==> src/rtl/tcm_link_pkg.sv <==
// Shared types and constants for the TCM trigger link.
//   BC_MAX_DEFAULT : last bunch-crossing number of an orbit before wrap to 0
//   HDR_TAG/PAY_TAG: fixed tags in the upper bits of header / payload words
//   trig_evt_t     : one captured trigger event (17 bits)
//   framer_state_t : output framer FSM states
package tcm_link_pkg;

    localparam int         BC_MAX_DEFAULT = 3563;
    localparam logic [3:0] HDR_TAG        = 4'hA;
    localparam logic [7:0] PAY_TAG        = 8'h5C;

    typedef struct packed {
        logic        tt;
        logic        ta;
        logic [2:0]  phase;
        logic [11:0] bc;
    } trig_evt_t;

    typedef enum logic [1:0] {
        IDLE = 2'd0,
        HDR  = 2'd1,
        PAY  = 2'd2
    } framer_state_t;

endpackage

==> src/rtl/trig_evt_fifo.sv <==
// Synchronous FIFO of trig_evt_t records.
//   clk, rstn : clock, asynchronous active-low reset (pointers/level only)
//   push, din : write request and record
//   pop, dout : remove head; dout always shows the head (read without removal)
//   full/empty/level : occupancy status, level in 0..DEPTH
// A pop and a push in the same cycle on a full FIFO both succeed: the pop
// frees the slot first, so the push is never refused in that case.
module trig_evt_fifo
    import tcm_link_pkg::*;
#(
    parameter int DEPTH = 4,
    localparam int AW = $clog2(DEPTH),
    localparam int LW = AW + 1
) (
    input  logic            clk,
    input  logic            rstn,
    input  logic            push,
    input  trig_evt_t       din,
    input  logic            pop,
    output trig_evt_t       dout,
    output logic            full,
    output logic            empty,
    output logic [LW-1:0]   level
);

    trig_evt_t         mem [DEPTH];
    logic [AW-1:0]     wr_ptr;
    logic [AW-1:0]     rd_ptr;
    logic              wr_en;
    logic              rd_en;

    assign full  = (level == LW'(DEPTH));
    assign empty = (level == '0);
    assign rd_en = pop && !empty;
    assign wr_en = push && (!full || rd_en);
    assign dout  = mem[rd_ptr];

    // Storage carries data only; no reset needed.
    always_ff @(posedge clk) begin
        if (wr_en) mem[wr_ptr] <= din;
    end

    // Pointers wrap naturally because DEPTH is a power of two.
    always_ff @(posedge clk or negedge rstn) begin
        if (!rstn) begin
            wr_ptr <= '0;
            rd_ptr <= '0;
            level  <= '0;
        end else begin
            if (wr_en) wr_ptr <= wr_ptr + AW'(1);
            if (rd_en) rd_ptr <= rd_ptr + AW'(1);
            level <= level + LW'(wr_en) - LW'(rd_en);
        end
    end

endmodule

==> src/rtl/tcm_trig_framer.sv <==
// Captures tcm_req trigger events with phase and bunch-crossing number,
// buffers them and emits two-word frames (header, payload) to the TCM link.
//   clk320, rstn       : 320 MHz clock, asynchronous active-low reset
//   mt_cou             : phase 0..7 within the 25 ns bunch
//   tcm_req, tt, ta    : trigger request and its trigger bits
//   orbit_sync         : restarts the bunch-crossing count at 0
//   link_data/valid    : frame word toward the serializer
//   link_ready         : sink accepts the word
//   fifo_level         : buffered events, including the one being framed
//   ovf_cnt            : events lost to a full buffer, saturating at 255
module tcm_trig_framer
    import tcm_link_pkg::*;
#(
    parameter int FIFO_DEPTH = 4,
    parameter int BC_MAX     = BC_MAX_DEFAULT
) (
    input  logic        clk320,
    input  logic        rstn,
    input  logic [2:0]  mt_cou,
    input  logic        tcm_req,
    input  logic        tt,
    input  logic        ta,
    input  logic        orbit_sync,
    output logic [15:0] link_data,
    output logic        link_valid,
    input  logic        link_ready,
    output logic [2:0]  fifo_level,
    output logic [7:0]  ovf_cnt
);

    localparam int LW = $clog2(FIFO_DEPTH) + 1;

    function automatic logic [7:0] sat_inc8(input logic [7:0] v);
        return (v == 8'hFF) ? v : v + 8'd1;
    endfunction

    logic [11:0]   bc;
    logic          last_vld;
    logic [11:0]   last_bc;
    logic          cap_evt;
    logic          push_ok;
    logic          drop;
    trig_evt_t     evt_in;
    trig_evt_t     head;
    logic          fifo_full;
    logic          fifo_empty;
    logic          fifo_pop;
    logic [LW-1:0] fifo_lvl;
    framer_state_t state;
    framer_state_t state_nxt;

    // Bunch-crossing counter; orbit_sync has priority over the phase-7 step.
    always_ff @(posedge clk320 or negedge rstn) begin
        if (!rstn)                bc <= '0;
        else if (orbit_sync)      bc <= '0;
        else if (mt_cou == 3'd7)  bc <= (bc == 12'(BC_MAX)) ? '0 : bc + 12'd1;
    end

    // At most one event per bunch: a request in the bunch of the last
    // captured event is ignored. last_vld starts clear so the first request
    // after reset always passes.
    assign cap_evt = tcm_req && !(last_vld && (last_bc == bc));
    assign evt_in  = {tt, ta, mt_cou, bc};

    always_ff @(posedge clk320 or negedge rstn) begin
        if (!rstn) begin
            last_vld <= 1'b0;
            last_bc  <= '0;
        end else if (cap_evt) begin
            last_vld <= 1'b1;
            last_bc  <= bc;
        end
    end

    assign fifo_pop = (state == PAY) && link_ready;
    assign push_ok  = cap_evt && (!fifo_full || fifo_pop);
    assign drop     = cap_evt && fifo_full && !fifo_pop;

    always_ff @(posedge clk320 or negedge rstn) begin
        if (!rstn)     ovf_cnt <= '0;
        else if (drop) ovf_cnt <= sat_inc8(ovf_cnt);
    end

    trig_evt_fifo #(.DEPTH(FIFO_DEPTH)) u_fifo (
        .clk   (clk320),
        .rstn  (rstn),
        .push  (cap_evt),
        .din   (evt_in),
        .pop   (fifo_pop),
        .dout  (head),
        .full  (fifo_full),
        .empty (fifo_empty),
        .level (fifo_lvl)
    );

    assign fifo_level = 3'(fifo_lvl);

    // Output framer. Outputs decode the state directly so an asynchronous
    // reset drops link_valid without waiting for a clock edge.
    always_ff @(posedge clk320 or negedge rstn) begin
        if (!rstn) state <= IDLE;
        else       state <= state_nxt;
    end

    always_comb begin
        state_nxt  = state;
        link_valid = 1'b0;
        link_data  = '0;
        case (state)
            IDLE: begin
                if (!fifo_empty) state_nxt = HDR;
            end
            HDR: begin
                link_valid = 1'b1;
                link_data  = {HDR_TAG, head.bc};
                if (link_ready) state_nxt = PAY;
            end
            PAY: begin
                link_valid = 1'b1;
                link_data  = {PAY_TAG, 3'b000, head.tt, head.ta, head.phase};
                // A same-cycle push keeps the stream gap-free.
                if (link_ready)
                    state_nxt = ((fifo_lvl > LW'(1)) || push_ok) ? HDR : IDLE;
            end
            default: state_nxt = IDLE;
        endcase
    end

endmodule

==> config.mk <==
export PLATFORM = sky130hd
export DESIGN_NAME = tcm_trig_framer
export DESIGN_NICKNAME = d
export VERILOG_FILES = /design/src/rtl/tcm_link_pkg.sv /design/src/rtl/trig_evt_fifo.sv /design/src/rtl/tcm_trig_framer.sv
export SDC_FILE = /design/constraint.sdc
export NUM_CORES = 1
export LEC_CHECK = 0
export ABC_AREA = 1
export ABC_CLOCK_PERIOD_IN_PS = 4220
export CORE_MARGIN = 2
export CORE_UTILIZATION = 60
export CTS_CLUSTER_SIZE = 25
export DETAILED_ROUTE_END_ITERATION = 8
export GPL_TIMING_DRIVEN = 1
export HOLD_SLACK_MARGIN = 0.03
export PLACE_DENSITY = 0.78
export SYNTH_ARGS = -nofsm -noshare
export SYNTH_HDL_FRONTEND = slang
export SYNTH_HIERARCHICAL = 1
export SYNTH_SLANG_ARGS = --single-unit
==> constraint.sdc <==
create_clock -name clk320 -period 4.22 [get_ports clk320]
set_clock_uncertainty 0.2 [all_clocks]
set_input_delay 0.844 -clock clk320 [delete_from_list [all_inputs] [get_ports clk320]]
set_output_delay 0.844 -clock clk320 [all_outputs]
set_load 0.01 [all_outputs]
==> results.cfg, run 1 <==
[clocking]
postCtsHoldBufs = 0
htreeDepth = 3
clk_path_buf_depth = 2
post_cts_resized = 0
insertion_delay_ns = 0.37
cts-root-buf = clkbuf_8
post-cts-setup-buffers = 0
cts-buffers-inserted = 9
clkSlewWorstSetupHoldPaths_ns = 0.10
cts_tree = yes
cts.sinks = 110

[layout]
syn_to_final_growth_pct = 10.8
fin_nets = 587
antenna_cells = 0
layout-drive-gt1-share_pct = 7.04

[routing]
dr_total_vias = 3600
detail_route.vias_per_cell = 5.35
drtIter0Drc = 248
dr.pass1.iters = 4
drc = 0
antenna_left = 0
routed_wl_um = 9580
avgRoutedWirePerCell_um = 14.2

[power_and_ir_drop]
fin_total_pwr_mw = 3.33
p_leak_nw = 2.36
ir_worst_vdd_mv = 0.299
powerDensity_nw_per_um2 = 582

[logic_synthesis]
synth-edff-count = 68
syn_area_um2 = 5160
netlist_instances = 529
synth_area_leaders = edfxtp_1, dfrtp_1, nand2_1
syn-mean-instance-area_um2 = 9.76
syn_nets = 553
synth.distinct_cells = 38
ys_ff_latch = 110
synth_warnings = 6
yosysTopAreaCell = edfxtp_1
synth_top_area_share_pct = 39.5
seq_area_frac_synth_pct = 59.9
synthArstFlopShare_pct = 38.2
ys.flop_type = edfxtp_1

[timing]
fmaxAchievable_ghz = 0.274
timing.final.hold_violations = 0
drv_slew = 0
min_period_over_period_pct = 86.5
tns_ns = 0
period_needed_ns = 3.65
rsz0062_at_grt = false
worstMarginPinSlew_ns = 0.904
timing.slew.headroom_pct = 39.7
whs_ns = 0.317
setup_viol = 0

[grt]
grt_util_all_layers_pct = 21.5
grt_max_degree = 43
gr-usage-met2_pct = 35.1
grtUsageMet3_pct = 4.19
grt_pass1_wl_um = 16200
busiest_layer = met2
grt-ovfl-total = 0
grt_pass1_vias = 3389
met1_usage_pct = 29.6
grt_antenna_before_repair = 0

[placed_design]
hpwl_um = 6450
portBuffers = 37
gp_congestion = 0.941

[critical_path]
path_cells = buf_4 > nor2_1 > nor2_1 > o21ai_1 > o21ai_1 > nand3_1 > nand2_1 > clkdlybuf4s50_1
cp-end-kind = output pin
startpoint_type = flop
cp_num_buf_inv = 2
required_ns = 3.18
critical-path-top-delay-family = flip-flops
r2r_cells = 13
cpPeakStageDelay_ns = 0.90
arrival_ns = 2.61
cp.depth = 8
path_max_fanout = 25
slowest_stage = dfrtp_1
path_class = flop to output pin

[floorplan]
ioPinCount = 38
core_um2 = 8300
die_width_um = 96.8
start_util_pct = 62.2
rows = 33
die_area_um2 = 9360
die_y_um = 96.8

[min_path]
hold_class = flop to flop
hold_path_depth = 1

[outcome]
status = finished, final reports clean

[flow_run]
cap_viol_max_count = 0
==> flip-flops by register name (all words and copies together), names as in the netlist <==
signal         count
ovf_cnt            8
state              2
last_bc           12
last_vld           1
u_fifo/rd_ptr      2
bc                12
u_fifo/level       3
u_fifo/mem        68
u_fifo/wr_ptr      2
==> through the flow <==
| step | setup slack [ns] | area (um^2) | util [%] | std cells |
|---|---|---|---|---|
| after detailed placement | 0.942 | 5540 | 66.8 | 657 |
| after global routing | 0.382 | 5720 | 68.9 | 673 |
| after CTS | 0.551 | 5720 | 68.9 | 673 |
| after floorplan | 1.55 | 5160 | - | 529 |
| final | 0.571 | 5720 | 68.9 | 673 |
| after global placement | 1.02 | 5540 | 66.8 | 657 |
==> routing by layer <==
layer / wire [um] / vias up
met4: 129 / 0
met1: 4350 / 1689
met2: 4640 / 89
met5: 0 / -
li1: - / 1809
met3: 465 / 13
==> worst register-to-register path, cell delays in order, from the launching register on <==
cell      delay (ns)
dfrtp_1         0.53
inv_2           0.11
o21ai_1         0.13
inv_1           0.05
nand2_1         0.10
nor2_2          0.05
nand2_2         0.10
nand2_4         0.15
inv_4           0.17
nand3b_1        0.18
nand2_1         0.08
ha_1            0.19
fa_1            0.38
xnor2_1         0.14
==> final cells by class <==
type / instances / area [um^2]
clock buffers: 9 / 124
well taps: 105 / 131
flip-flops and latches: 110 / 3090
multi-input cells: 344 / 1700
clock inverters: 7 / 55.1
fillers: 616 / 2580
inverters: 56 / 220
repair buffers: 42 / 403
==> cells in the mapped netlist (2+ instances only) <==
library cell  count
inv_4             2
buf_6             7
nor2_2            3
inv_2             5
xor2_1            5
nand3_1          27
nand2_1         105
o22ai_1           2
clkbuf_1          3
dfrtp_1          42
a21oi_1           4
edfxtp_1         68
buf_2             3
nand2_2           3
o21ai_0          21
nor3_1            8
a31oi_1           2
inv_1            48
nand4_1           2
nor2_1           83
o21ai_1          50
ha_1             13
xnor2_1           5
buf_4             4
==> power breakdown <==
group	internal [mW]	switching, mW	leakage (nW)
combinational	0.523	0.760	1.08
clock	0.224	0.363	0.0939
sequential	1.32	0.137	1.18
==> layout by cell type (no fill, tap or decap) <==
cell type and instances:
a22oi_1 1, or2_2 1, clkbuf_8 9, a21oi_1 4, dfrtp_1 42, o21ai_0 21, clkinv_4 1, nand2_2 3
nor4_1 1, inv_4 2, nand4_1 2, nand3_1 27, inv_2 5, nor2_1 83, inv_8 1, buf_2 1
clkinv_1 1, buf_4 5, inv_1 48, nor3_2 1, fa_1 1, o221a_2 1, o21ai_1 50, or2_1 1
nand2_1 105, nor2_2 3, xor2_1 5, nand2_4 1, o22ai_1 2, nand2_8 1, nor3_1 8, nand3b_1 1
edfxtp_1 68, inv_6 4, clkinv_2 1, xnor2_1 5, a211oi_1 1, a31oi_1 2, ha_1 13, clkdlybuf4s50_1 36
==> path summary, 6_finish.rpt <==
path                            slack [ns]              end             start
worst max-delay path                  0.57     link_data[4]  u_fifo/rd_ptr[0]
worst min-delay path                  0.32         last_vld          last_vld
worst max register to register        1.54  u_fifo/level[2]             bc[9]
worst min register to register        0.32         last_vld          last_vld
max in group asynchronous             2.86       last_bc[3]              rstn
min in group asynchronous             0.40         state[0]              rstn
==> logic make-up after synthesis <==
family	Yosys count	synth area share (%)
adder cells (fa/ha/maj)	14	3.54
buffers and inverters	75	7.27
AO/OA/AOI/OAI	82	8.26
XOR/XNOR	10	1.70
flip-flops	110	59.9
AND/OR/NAND/NOR	238	19.3
Note: power is estimated with default switching activity, not from simulation.
==> run 2: changes to the inputs <==
Settings changed: CTS_CLUSTER_DIAMETER set to 60, TNS_END_PERCENT set to 1.
==> results of run 2 <==
No change in the layout: final DEF, timing and power equal those of run 1.
==> run 3: changes to the inputs <==
Settings changed: CORE_MARGIN 2 to 1, CTS_CLUSTER_DIAMETER 60 to 50.
==> results.cfg, run 3 (synthesized netlist as in run 1, its figures left out) <==
[clocking]
post_cts_resized = 0
cts.sinks = 110
insertion_delay_ns = 0.36
cts-buffers-inserted = 9
htreeDepth = 3
post-cts-setup-buffers = 0
cts-root-buf = clkbuf_8
clkSlewWorstSetupHoldPaths_ns = 0.11
postCtsHoldBufs = 0
clk_path_buf_depth = 2
cts_tree = yes

[grt]
grt_antenna_before_repair = 0
grt_pass1_vias = 3388
grt-ovfl-total = 0
grt_pass1_wl_um = 15900
grt_util_all_layers_pct = 23.7
grt_max_degree = 43

[power_and_ir_drop]
p_leak_nw = 2.36
powerDensity_nw_per_um2 = 587
p_sw_mw = 1.28
ir_worst_vdd_mv = 0.273
swShare_pct = 38.2
pwr-share-comb_pct = 38.9
clock_power_share_pct = 17.9
internal_power_mw = 2.08
seqPwrFrac_pct = 43.2

[min_path]
min_to = last_vld
hold_class = flop to flop
hold_path_depth = 1
hold_path_startpoint = last_vld

[timing]
timing.slew.headroom_pct = 38.8
setup_viol = 0
rsz0062_at_grt = false
tns_ns = 0
whs_ns = 0.286
fmaxAchievable_ghz = 0.272
drv_slew = 0
finalWorstSetupSlack_ns = 0.543
timing.final.hold_violations = 0
period_needed_ns = 3.68
worstMarginPinSlew_ns = 0.918
min_period_over_period_pct = 87.1

[routing]
routed_wl_um = 9800
dr_total_vias = 3680
antenna_left = 0
detail_route.vias_per_cell = 5.47
dr.pass1.iters = 4
drtIter0Drc = 214
drc = 0
avgRoutedWirePerCell_um = 14.6

[placed_design]
placed_area_um2 = 5540
hpwl_um = 6660
place_ws_ns = 0.946
portBuffers = 37
gp_congestion = 0.938

[critical_path]
rr_startpoint = bc[5]
cp-end-kind = output pin
arrival_ns = 2.63
startpoint_type = flop
required_ns = 3.18
path_class = flop to output pin
ff2ff_setup_slack_ns = 1.54
r2r_cells = 13
path_max_fanout = 20
r2r_end = u_fifo/level[1]

[layout]
fin_nets = 587
fin_area_um2 = 5730
largest_register_ffs = 68
antenna_cells = 0
reg_top3 = u_fifo/mem x68, bc x12, last_bc x12
syn_to_final_growth_pct = 11.0
layout_common_cells = nand2_1, nor2_1, edfxtp_1
final_common_cell = nand2_1
max_flop_register = u_fifo/mem
layout-drive-gt1-share_pct = 7.04

[floorplan]
die_area_um2 = 8980
core_um2 = 8260
die_width_um = 94.8
ioPinCount = 38
die_y_um = 94.8
start_util_pct = 62.5
rows = 33

[flow_run]
cap_viol_max_count = 0

[outcome]
status = finished, final reports clean
[run 3: cell type report]
class,count,area [um^2]
Sequential cell,110,3090
Clock inverter,7,62.6
Multi-Input combinational cell,344,1700
Tap cell,105,131
Timing Repair Buffer,42,403
Inverter,56,220
Clock buffer,9,124
Fill cell,609,2530
[run 3: power by group through the flow]
| stage | Combinational [mW] | Sequential (mW) | Clock, mW |
|---|---|---|---|
| floorplan | 0.950 | 1.45 | 0 |
| global placement | 1.27 | 1.47 | 0 |
| detailed placement | 1.31 | 1.48 | 0 |
| CTS | 1.31 | 1.45 | 0.610 |
| global route | 1.46 | 1.47 | 0.652 |
| finish | 1.31 | 1.45 | 0.601 |
[run 3: layer usage]
| metal | GRT usage, % | wire, um | vias up |
|---|---|---|---|
| li1 | - | - | 1808 |
| met1 | 31.7 | 4360 | 1762 |
| met2 | 39.9 | 4890 | 105 |
| met3 | 4.35 | 496 | 5 |
| met4 | 6.57 | 50 | 0 |
| met5 | 0 | 0 | - |
[run 3: worst max-delay path by stage]
stage | from | endpoint | slack, ns | cells after the start
final | u_fifo/rd_ptr[0] | link_data[1] | 0.54 | 8
after global routing | u_fifo/rd_ptr[0] | link_data[1] | 0.37 | 8
after floorplan | state[0] | u_fifo/mem[0][0] | 1.55 | 9
after global placement | u_fifo/rd_ptr[0] | link_data[0] | 1.06 | 8
after detailed placement | u_fifo/rd_ptr[0] | link_data[2] | 0.95 | 8
after CTS | u_fifo/rd_ptr[0] | link_data[2] | 0.52 | 8
[run 3: worst max-delay path: stages (launching register included)]
cell and delay (ns):
dfrtp_1 0.79, buf_4 0.36, nor2_1 0.09, nor2_1 0.10
o21ai_1 0.08, o21ai_1 0.09, nand3_1 0.11, nand2_1 0.11
clkdlybuf4s50_1 0.53
[run 3: per-stage QoR]
| step | utilization (%) | total power, mW | instances |
|---|---|---|---|
| floorplan | - | 2.40 | 529 |
| global placement | 67.1 | 2.73 | 657 |
| detailed placement | 67.1 | 2.78 | 657 |
| CTS | 69.4 | 3.38 | 673 |
| global route | 69.4 | 3.58 | 673 |
| finish | 69.4 | 3.36 | 673 |
==> variant 1: new RTL, config.mk and constraints of run 3 <==
`FIFO_DEPTH`: 4 -> 2.
--- a/src/rtl/tcm_trig_framer.sv
+++ b/src/rtl/tcm_trig_framer.sv
@@ -11,7 +11,7 @@
 module tcm_trig_framer
     import tcm_link_pkg::*;
 #(
-    parameter int FIFO_DEPTH = 4,
+    parameter int FIFO_DEPTH = 2,
     parameter int BC_MAX     = BC_MAX_DEFAULT
 ) (
     input  logic        clk320,
Function: changed (a bounded check fails within 4 cycles, from zero or initial values and one cycle with rstn low).
==> variant 1 against run 3 <==
- critical path type unchanged
- critical endpoint is now link_data[5]
- final area shrank 26%
- maximum frequency grew 8.0%
- sequential cell count shrank 37
- synthesized area shrank 30%
- routed wire length shrank 33%
- sequential share of layout area shrank 6.6 points
- sequential power shrank 35%
- power shrank 31%
- global-route usage shrank 0.52 points
- setup slack gained 0.27 ns
==> variant 1: results (changes against run 3) <==
[outcome]
status=finished clean  ; unchanged

[pwr]
p_leak_nw=1.93  ; was 2.36 nW
ir_drop_mv=0.425  ; was 0.273 mV

[timing]
whs_ns=0.303  ; was 0.286 ns
tightestPinTransition_ns=0.863  ; was 0.918 ns

[yosys]
synth_area_leaders=edfxtp_1 (28%), dfrtp_1 (27%), nand2_1 (16%)  ; was edfxtp_1 (40%), dfrtp_1 (20%), nand2_1 (7.6%)
synth_edf_count=34  ; was 68
seq_area_frac_synth_pct=54.9  ; was 59.9%
synth_adder_area_share_pct=3.44  ; was 3.54%
synth_fp_nets=440  ; was 553
synth_xor_area_share_pct=2.41  ; was 1.70%
ys_types=33  ; was 38
ys_async_sr_fraction_pct=53.4  ; was 38.2%
ys.flop_type=dfrtp_1  ; was edfxtp_1
synthTopCellsByCount=nand2_1 (155), inv_1 (42), dfrtp_1 (39)  ; was nand2_1 (105), nor2_1 (83), edfxtp_1 (68)
synth_compound_area_share_pct=4.61  ; was 8.26%
syn_avg_cell_area_um2=8.66  ; was 9.76 µm²
synth_mux_area_share_pct=0  ; unchanged

[placement]
pre_cts_ws_ns=1.19  ; was 0.946 ns
routabilityCongestion=0.876  ; was 0.938
place_hpwl_um=4630  ; was 6660 µm
io_buffers=36  ; was 37
place_area_um2=4000  ; was 5540 µm²
dp_cells=515  ; was 657

[cells_and_area]
largest-register=u_fifo/mem  ; unchanged
top_regs=u_fifo/mem: 34 flops, bc: 12 flops, last_bc: 12 flops  ; was u_fifo/mem: 68 flops, bc: 12 flops, last_bc: 12 flops
antenna_cells=0  ; unchanged
nets=474  ; was 587
drive_above_1_share_pct=8.06  ; was 7.04%

[worst_hold_path]
hp-start=u_fifo/wr_ptr  ; was last_vld
whs_endpoint=u_fifo/wr_ptr  ; was last_vld
hold_path_depth=2  ; was 1

[critical_path]
crit_path_start=state[0]  ; was u_fifo/rd_ptr[0]
r2r_end=u_fifo/mem[0][15]  ; was u_fifo/level[1]
reg2reg_from=bc[11]  ; was bc[5]
worstPathArrival_ns=2.36  ; was 2.63 ns
cp_max_fo=15  ; was 20
r2r_slack_ns=1.75  ; was 1.54 ns
ff2ff_path_depth=11  ; was 13

[global_route]
antenna_found_initial=0  ; unchanged
grt_use_total_pct=23.2  ; was 23.7%
grt_max_degree=40  ; was 43
grt_pass1_vias=2471  ; was 3388
grt_first_pass_wirelength_um=11100  ; was 15900 µm

[detailed_routing]
vias_per_cell=5.08  ; was 5.47
num_vias=2700  ; was 3680
first_pass_iters=4  ; unchanged
drt_iter0_drc=152  ; was 214
wl_per_cell_um=12.4  ; was 14.6 µm

[clocking]
root_buffer=clkbuf_8  ; unchanged
clk_pin_slew_ns=0.08  ; was 0.11 ns
cts_buffers=9  ; unchanged
clk_latency_ns=0.34  ; was 0.36 ns

variant 1: cell count changes in the layout (fill, tap and decap cells not counted), sizes merged, moves of 2 or more:
cell	run 3	this run
ha	13	10
o21ai	71	25
nand3	27	23
bufinv	0	2
inv	60	53
edfxtp	68	34
dfrtp	42	39
nor2	86	34
o22ai	2	0
nor3	9	6
nand2	110	160
buf	6	2
a31oi	2	0
variant 1: kinds of logic (layout without fill, tap and decap cells):
family | count (synthesis) | count (layout)
AO/OA/AOI/OAI | 32 | 32
XOR/XNOR | 10 | 10
adder cells (fa/ha/maj) | 10 | 10
buffers and inverters | 66 | 105
flip-flops | 73 | 73
other | 1 | 1
AND/OR/NAND/NOR | 228 | 228
variant 1: worst max-delay path, cell delays in order (launching register included):
cell and delay, ns:
dfrtp_1 0.42, inv_1 0.10, ha_1 0.55, nand2_1 0.23
nor2_1 0.15, clkdlybuf4s50_1 0.55
variant 1: cell type report:
class	instances	area, µm²
Clock inverter	7	93.8
Fill cell	406	1460
Multi-Input combinational cell	281	1340
Sequential cell	73	2000
Inverter	52	205
Timing Repair Buffer	37	363
Clock buffer	9	124
Tap cell	72	90.1
variant 1: worst max path at each step:
| stage | end | slack, ns | cells after the start |
|---|---|---|---|
| floorplan | u_fifo/mem[1][0] | 1.63 | 9 |
| global placement | link_data[8] | 1.28 | 5 |
| global route | link_data[6] | 0.63 | 5 |
| finish | link_data[5] | 0.81 | 5 |
| detailed placement | link_data[5] | 1.19 | 5 |
| CTS | link_data[5] | 0.82 | 5 |
variant 1: routing by layer:
metal	wire (µm)	track usage (%)
met1	3070	30.9
met2	3170	36.8
met5	0	0
met3	272	5.83
met4	82	8.75
variant 1: report_power, final:
group	switching (mW)	internal, mW	total, mW
combinational	0.458	0.342	0.801
clock	0.260	0.333	0.592
sequential	0.0933	0.843	0.936
==> variant 2: new RTL, flow settings as in run 3 <==
Without the edit above. The 3 states of `framer_state_t` get a one-hot encoding in 3 bits.
--- a/src/rtl/tcm_link_pkg.sv
+++ b/src/rtl/tcm_link_pkg.sv
@@ -16,10 +16,10 @@
         logic [11:0] bc;
     } trig_evt_t;
 
-    typedef enum logic [1:0] {
-        IDLE = 2'd0,
-        HDR  = 2'd1,
-        PAY  = 2'd2
+    typedef enum logic [2:0] {
+        IDLE = 3'b001,
+        HDR  = 3'b010,
+        PAY  = 3'b100
     } framer_state_t;
 
 endpackage
Function: same outputs for any inputs over 4 cycles, from zero or initial values and one cycle with rstn low; so few cycles prove little.
==> variant 2 against run 3 <==
- sequential cell count is 1 higher
- largest power group unchanged
- routed wire length decreased by 2.3%
- critical endpoint is now link_data[6]
- setup slack better by 0.075 ns
- non-clock buffer count stayed put
- final area is 0.57% lower
- power fell by 5.5%
- sequential share of layout area is 0.77 points higher
- synthesized cell count fell by 2.3%
- maximum frequency rose by 2.1%
- synthesized area is 1.3% lower
==> variant 2: results (changes against run 3) <==
[global_route]
grtUsageMet2_pct=37.0  ; was 39.9%
grt.met1_usage_pct=33.6  ; was 31.7%
use_met3_pct=5.26  ; was 4.35%
grt_first_pass_wirelength_um=15800  ; was 15900 µm
grt_max_degree=44  ; was 43
grt_use_total_pct=23.9  ; was 23.7%

[placement]
routabilityCongestion=0.859  ; was 0.938
place_hpwl_um=6550  ; was 6660 µm
pre_cts_ws_ns=1.04  ; was 0.946 ns
place_area_um2=5490  ; was 5540 µm²

[cells_and_area]
nets=572  ; was 587
final_cells=664  ; was 673
drive_above_1_share_pct=6.98  ; was 7.04%
fillers=597  ; was 609

[detailed_routing]
drt-total-wl_um=9570  ; was 9800 µm
wl_met2_um=4540  ; was 4890 µm
wl_met3_um=426  ; was 496 µm
wirelength_met1_um=4460  ; was 4360 µm
first_pass_iters=5  ; was 4
num_vias=3582  ; was 3680

[critical_path]
worstPathArrival_ns=2.56  ; was 2.63 ns
r2r_slack_ns=1.52  ; was 1.54 ns
endpoint=link_data[6]  ; was link_data[1]
reg2reg_from=bc[6]  ; was bc[5]

[yosys]
synth_fp_nets=535  ; was 553
seq_area_frac_synth_pct=61.2  ; was 59.9%
ys_async_sr_fraction_pct=38.7  ; was 38.2%
synthTopCellsByCount=nand2_1 (101), nor2_1 (83), edfxtp_1 (68)  ; was nand2_1 (105), nor2_1 (83), edfxtp_1 (68)
synth_area_leaders=edfxtp_1 (40%), dfrtp_1 (21%), nand2_1 (7.4%)  ; was edfxtp_1 (40%), dfrtp_1 (20%), nand2_1 (7.6%)

[pwr]
p_leak_nw=2.31  ; was 2.36 nW
internal-power_mw=2.05  ; was 2.08 mW
clkPwrFrac_pct=21.1  ; was 17.9%
p_comb_share_pct=32.8  ; was 38.9%

[timing]
max_freq_mhz=278  ; was 272 MHz
slew_headroom_pct=38.5  ; was 38.8%

[outcome]
status=finished clean  ; unchanged

[clocking]
clk_latency_ns=0.38  ; was 0.36 ns

==> variant 2: logic make-up after synthesis <==
kind of cell	synth area share, %
buffers and inverters	6.87
DFF	61.2
and+or+nand+nor	18.5
adders and majority gates	2.11
xor gates and xnor gates	2.06
AOI/OAI and AO/OA	9.21
==> variant 2: cell type report <==
| class | instances | area, µm² | share of cell area [%] |
|---|---|---|---|
| multi-input cells | 335 | 1630 | 28.6 |
| flip-flops and latches | 111 | 3120 | 54.8 |
| well taps | 105 | 131 | 2.31 |
| inverters | 55 | 209 | 3.67 |
| repair buffers | 42 | 403 | 7.07 |
| clock buffers | 9 | 124 | 2.17 |
| clock inverters | 7 | 83.8 | 1.47 |
==> variant 2: per-stage QoR <==
stage / total power [mW] / hold slack [ns] / utilization, %
finish: 3.18 / 0.292 / 69.3
CTS: 3.19 / 0.287 / 69.3
global route: 3.38 / 0.300 / 69.3
global placement: 2.49 / 0.258 / 66.8
detailed placement: 2.53 / 0.260 / 66.8
floorplan: 2.22 / 0.240 / -
